===== src/rtl/fetch_pkg.sv =====
// Shared types for the instruction fetch sequencer: FSM states and the
// buffered fetch entry.
package fetch_pkg;

    localparam logic [31:0] INSTR_BYTES = 32'd4;

    typedef enum logic [1:0] {
        IDLE  = 2'd0,
        RUN   = 2'd1,
        FAULT = 2'd2
    } state_t;

    typedef struct packed {
        logic [31:0] pc;
        logic [31:0] data;
    } fetch_entry_t;

endpackage


===== src/rtl/fetch_buffer.sv =====
// DEPTH-entry synchronous FIFO holding fetched words until decode takes them.
// Flush empties it in one cycle; the head is read straight from storage.
module fetch_buffer
    import fetch_pkg::*;
#(
    parameter int DEPTH = 2,
    parameter int CW    = $clog2(DEPTH + 1)
) (
    input  logic         clk,
    input  logic         rst,
    input  logic         flush,
    input  logic         push,
    input  fetch_entry_t push_entry,
    input  logic         pop,
    output logic [CW-1:0] count,
    output logic         valid,
    output fetch_entry_t head
);

    localparam int PW = (DEPTH > 1) ? $clog2(DEPTH) : 1;

    fetch_entry_t   mem [DEPTH];
    logic [PW-1:0]  rd_ptr;
    logic [PW-1:0]  wr_ptr;

    function automatic logic [PW-1:0] bump(input logic [PW-1:0] p);
        return (p == PW'(DEPTH - 1)) ? '0 : p + PW'(1);
    endfunction

    assign valid = (count != '0);
    assign head  = mem[rd_ptr];

    always_ff @(posedge clk) begin
        if (rst) begin
            rd_ptr <= '0;
            wr_ptr <= '0;
            count  <= '0;
            for (int i = 0; i < DEPTH; i++) mem[i] <= '0;
        end else if (flush) begin
            rd_ptr <= '0;
            wr_ptr <= '0;
            count  <= '0;
        end else begin
            if (push) begin
                mem[wr_ptr] <= push_entry;
                wr_ptr      <= bump(wr_ptr);
            end
            if (pop) rd_ptr <= bump(rd_ptr);
            count <= count + CW'(push) - CW'(pop);
        end
    end

endmodule


===== src/rtl/fetch_sequencer.sv =====
// Instruction fetch sequencer: issues word reads, tags returned words with
// their PC, and hands them to decode through a small credit-managed buffer.
module fetch_sequencer
    import fetch_pkg::*;
#(
    parameter logic [31:0] RESET_PC  = 32'h0,
    parameter int          MEM_BYTES = 256,
    parameter int          DEPTH     = 2
) (
    input  logic        clk,
    input  logic        rst,
    input  logic        fetch_en,
    input  logic        redirect_valid,
    input  logic [31:0] redirect_pc,
    output logic [31:0] imem_addr,
    input  logic [31:0] imem_data,
    output logic        inst_valid,
    input  logic        inst_ready,
    output logic [31:0] inst_data,
    output logic [31:0] inst_pc,
    output logic        fault
);

    localparam int          CW      = $clog2(DEPTH + 1);
    localparam logic [31:0] LAST_PC = 32'(MEM_BYTES) - INSTR_BYTES;

    state_t        state;
    logic [31:0]   fetch_pc;
    logic [31:0]   inflight_pc;
    logic          inflight;
    logic [CW-1:0] count;
    logic [CW:0]   occupancy;
    logic          pop, push, credit_ok, pc_legal, redir_legal, attempt, issue;
    fetch_entry_t  head;

    assign imem_addr = fetch_pc;
    assign pop       = inst_valid & inst_ready;
    // A word in flight already owns a slot, so it counts against credit.
    assign occupancy = {1'b0, count} + (CW+1)'(inflight) - (CW+1)'(pop);
    assign credit_ok = occupancy < (CW+1)'(DEPTH);

    assign pc_legal    = (fetch_pc[1:0] == 2'b00) && (fetch_pc <= LAST_PC);
    assign redir_legal = (redirect_pc[1:0] == 2'b00) && (redirect_pc <= LAST_PC);
    assign attempt     = (state == RUN) && fetch_en && credit_ok && !redirect_valid;
    assign issue       = attempt && pc_legal;
    assign push        = inflight && !redirect_valid;

    fetch_buffer #(.DEPTH(DEPTH), .CW(CW)) u_buf (
        .clk        (clk),
        .rst        (rst),
        .flush      (redirect_valid),
        .push       (push),
        .push_entry ('{pc: inflight_pc, data: imem_data}),
        .pop        (pop),
        .count      (count),
        .valid      (inst_valid),
        .head       (head)
    );

    assign inst_data = head.data;
    assign inst_pc   = head.pc;

    always_ff @(posedge clk) begin
        if (rst) begin
            state       <= IDLE;
            fetch_pc    <= RESET_PC;
            inflight    <= 1'b0;
            inflight_pc <= '0;
            fault       <= 1'b0;
        end else begin
            inflight <= issue;
            if (issue) begin
                inflight_pc <= fetch_pc;
                fetch_pc    <= fetch_pc + INSTR_BYTES;
            end
            if (redirect_valid) fetch_pc <= redirect_pc;

            case (state)
                IDLE: if (fetch_en) state <= RUN;
                RUN: begin
                    if (!fetch_en) begin
                        state <= IDLE;
                    end else if (attempt && !pc_legal) begin
                        state <= FAULT;
                        fault <= 1'b1;
                    end
                end
                FAULT: begin
                    if (redirect_valid && redir_legal) begin
                        state <= fetch_en ? RUN : IDLE;
                        fault <= 1'b0;
                    end
                end
                default: state <= IDLE;
            endcase
        end
    end

endmodule


===== config.mk =====
export PLATFORM = sky130hd
export DESIGN_NAME = fetch_sequencer
export DESIGN_NICKNAME = d
export VERILOG_FILES = /design/src/rtl/fetch_pkg.sv /design/src/rtl/fetch_buffer.sv /design/src/rtl/fetch_sequencer.sv
export SDC_FILE = /design/constraint.sdc
export NUM_CORES = 1
export LEC_CHECK = 0
export CAP_MARGIN = 20
export CORE_ASPECT_RATIO = 0.9
export CORE_MARGIN = 3
export CORE_UTILIZATION = 45
export CTS_CLUSTER_DIAMETER = 40
export DETAILED_ROUTE_END_ITERATION = 12
export GPL_ROUTABILITY_DRIVEN = 0
export PLACE_DENSITY_LB_ADDON = 0.05
export SYNTH_ARGS = -nofsm -noshare
export SYNTH_HDL_FRONTEND = slang
export SYNTH_HIERARCHICAL = 1
export SYNTH_SLANG_ARGS = --single-unit

===== constraint.sdc =====
create_clock -name clk -period 3.4 [get_ports clk]
set_clock_uncertainty 0.15 [all_clocks]
set_input_delay 0.68 -clock clk [delete_from_list [all_inputs] [get_ports clk]]
set_output_delay 0.68 -clock clk [all_outputs]
set_load 0.05 [all_outputs]

==> summary by stage <==
Hold path
The cell depth of the worst hold path is 1. The tightest min-delay check is of the flop to flop type.

Power and ir drop
The switching power as a share of total power is 0.2247. The power density relative to cell area is 603.8 nW/um2. The total design power is 6.891 mW. The share of total power dissipated in the clock network is 0.522. The part of the total power dissipated in sequential elements is 0.394.

The combinational power share is 0.084. The internal portion of the total power is 5.343 mW. The net switching component of the power is 1.549 mW. The leakage power is 4.692 nW. The maximum resistive drop on vdd is 0.0004363 V.

STA
Headroom to the max-slew limit came out at 0.4251. The number of pins exceeding their max-slew limit in the final report is 0. The slew at the pin closest to its max-slew limit is 0.8615 ns. The worst hold slack is 0.3154 ns. Derived from the worst setup path, the maximum achievable clock frequency is 308.0 MHz.

The final setup violation count is 0. The count of final hold-check violations is 0. Setup repair after global routing left no endpoint under its margin. The post-route fraction of the period consumed by the critical path is 0.9548. Subtracting the final worst setup slack from the clock period gives 3.246 ns.

Global route
The initial antenna violation count is 0. The maximum number of pins on one net before global-route repair is 102. In the global route stage, overall resource usage came out at 0.1820.

The global-route wire length before repair is 29,620 um. The remaining global-route overflow is 0. The via count of the first global-routing pass is 5,915.

Critical path
The critical register-to-register path startpoint is u_buf/count[1]. The type of the worst setup path is flop to output pin. The worst register-to-register path ends at inflight_pc[15].

The kind of start point of the critical path is a flop. For the worst setup path, the data required time is 2.57 ns. The largest stage delay on the critical path is 0.71 ns.

STA classifies the critical path endpoint as an output pin. The worst register-to-register path has a setup slack of 0.27 ns. The master of the slowest instance on the critical path is clkdlybuf4s50_1. The maximum fanout along the worst path is 37. The critical path goes through buf_4 -> mux2_2 -> clkdlybuf4s50_1. The data arrival time of the critical path is 2.42 ns. The number of cells on the worst reg-to-reg path is 10. The critical path ends at inst_pc[14].

Final layout
The repair_antennas step left the layout with diodes totalling 0. The multi-input combinational cells in the finished layout cover a total of 2748 um2. The ratio of cells with drive above 1 in the final layout is 0.1805. The layout overhead on the synthesized area is 35.23%. Counting the fill cells in the layout gives 1,366. For this run, the post-layout net count is 870.

The sequential cell area is 5306 um2.

Clock tree
The clock tree from TritonCTS is built. No sink is reached through more buffers than the 3 on the longest clock path. The number of clock buffers added by TritonCTS is 35.

The count of instances resized after the clock tree is built is 0. The cell at the root of the clock tree is clkbuf_16. The post-cts hold buffer count is 0. The H-tree was split into 2 levels.

For this design, the sink count on the clock tree is 201. In this run the post-CTS setup repair buffer count came out at 0. The insertion delay of the later-clocked pin in the worst-skew pair is 0.49 ns.

The clock-pin slew of the registers on the worst-case setup and hold paths is 0.05 ns.

Die
Pin placement for this block handled 167 I/O pins. The region available for standard cell placement spans 18,010 um2. In this run the horizontal extent of the chip is 150.4 um. The die covers 20,440 um2.

The die is 135.9 um tall. Row generation in the floorplan step produced 46 rows. The starting density of the core is 0.4685.

Synth
Ranked by instance count, the synthesized netlist is headed by and3_1, edfxtp_1, dfxtp_1. In this run the cell area of the synthesized design comes to 8439 um2. The fraction of synthesized cell area taken by the top area cell type is 0.4554. Synthesis handed over a netlist of 626 instances. The proportion of synthesized chip area in sequential cells is 0.6286. The net count after synthesis is 700. After synthesis the netlist holds a flip-flop and latch count of 201. The top cell type by total area after synthesis is edfxtp_1.

The Yosys step of the flow raised 6 warnings. The predominant post-synthesis flop cell is edfxtp_1. The post-synthesis async set-or-reset flop share is 0. Yosys attributes the largest share of cell area to edfxtp_1, dfxtp_1, and3_1. The count of flip-flops with a built-in enable after synthesis is 128. The distinct cell type count after synthesis is 43.

The synthesized area per cell is 13.48 um2.

Run status
The flow ran to the end, and the final reports show no timing, DRC or antenna violations.

Detailed routing
The count of nets left with antenna violations once routing finished came out at 0. Using the TritonRoute via totals, the vias-per-cell ratio works out to 5.238. The routed wire length is 18,570 um. The number of DRC markers in iteration 0 is 244. In the final routed layout, each cell accounts on average for 17.52 um. The final route contains 5,552 vias. In the routed design, unresolved DRC markers number 0. The number of detailed-route iterations in the first pass is 5.

Placement
Summed over all nets, the half-perimeter wirelength after detailed placement is 11,020 um. The total of buffers placed on input and output ports is 166.

Run
The max-capacitance violation count is 0.
through the flow:
step,instances,setup TNS (ns),worst slack [ns],cell area (um2),util
after floorplan,626,0,0.2245,8442,-
after global placement,999,-4.657,-0.1807,10190,0.5654
after detailed placement,999,-6.100,-0.2359,10190,0.5654
after CTS,1060,0,0.1078,11410,0.6335
after global routing,1060,0,0.004291,11410,0.6335
final,1060,0,0.1536,11410,0.6335
routing by layer:
layer | track usage | wire length (um) | vias to the layer above
li1 | - | - | 2662
met1 | 0.2358 | 8331 | 2657
met2 | 0.2924 | 8470 | 185
met3 | 0.04533 | 1207 | 48
met4 | 0.07622 | 556 | 0
met5 | 0 | 0 | -
critical path, delay by kind of cell (launching register included):
family	cells	cell delay [ns]
buffers and inverters	2	1.17
multiplexers	1	0.43
flip-flops	1	0.32
registers in the layout (all words and copies together) (netlist names), named ones only:
name	flops
u_buf/wr_ptr	1
inflight	1
u_buf/mem	128
state	2
imem_addr	32
u_buf/count	2
fault	1
inflight_pc	32
u_buf/rd_ptr	1
power groups by stage:
stage | clock network, mW | registers (mW) | logic, mW
after floorplan | 0 | 2.83 | 0.267
after global placement | 0 | 2.76 | 0.575
after detailed placement | 0 | 2.76 | 0.578
after global routing | 3.77 | 2.72 | 0.610
final | 3.60 | 2.72 | 0.577
after CTS | 3.68 | 2.72 | 0.582
worst min path at each step:
stage	startpoint	slack [ns]	to
floorplan	inflight_pc[0]	0.29	inflight_pc[0]
global placement	inflight_pc[10]	0.30	inflight_pc[10]
detailed placement	inflight_pc[13]	0.30	inflight_pc[13]
CTS	inflight_pc[13]	0.32	inflight_pc[13]
global route	inflight_pc[8]	0.33	inflight_pc[8]
finish	inflight_pc[12]	0.32	inflight_pc[12]
layout make-up:
class / instances / share of cell area
Tap cell: 240 / 0.02631
Clock buffer: 39 / 0.08179
Multi-Input combinational cell: 369 / 0.2408
Sequential cell: 201 / 0.4650
Timing Repair Buffer: 181 / 0.1579
Inverter: 8 / 0.002631
Clock inverter: 22 / 0.02566
layout by cell type, fill, tap and decap left out, types with 3 or more instances in the layout:
| cell type | instances |
|---|---|
| nand2_1 | 6 |
| buf_12 | 3 |
| a31oi_1 | 4 |
| nor3_1 | 7 |
| mux2_2 | 64 |
| buf_4 | 12 |
| nor2_1 | 38 |
| and3_1 | 128 |
| clkinvlp_4 | 3 |
| bufinv_16 | 6 |
| clkbuf_16 | 37 |
| clkdlybuf4s50_1 | 164 |
| a21oi_1 | 4 |
| inv_1 | 8 |
| dfxtp_1 | 72 |
| xnor2_1 | 4 |
| a32oi_1 | 4 |
| and2_1 | 28 |
| clkinv_1 | 3 |
| nand3_1 | 5 |
| clkinv_2 | 3 |
| inv_6 | 4 |
| nor4_1 | 12 |
| mux2i_1 | 32 |
| nand3b_1 | 6 |
| ha_1 | 4 |
| edfxtp_1 | 128 |
kinds of logic (layout without fill, tap and decap cells):
group / count (synthesis) / in the layout / synth area share
compound gates: 19 / 19 / 0.01616
xor+xnor: 5 / 5 / 0.006819
fa+ha+maj: 5 / 5 / 0.008303
buf+inv: 56 / 250 / 0.04626
flops: 201 / 201 / 0.6286
mux: 96 / 96 / 0.1234
simple gates: 244 / 244 / 0.1705
Power figures use the tool's default switching activity.
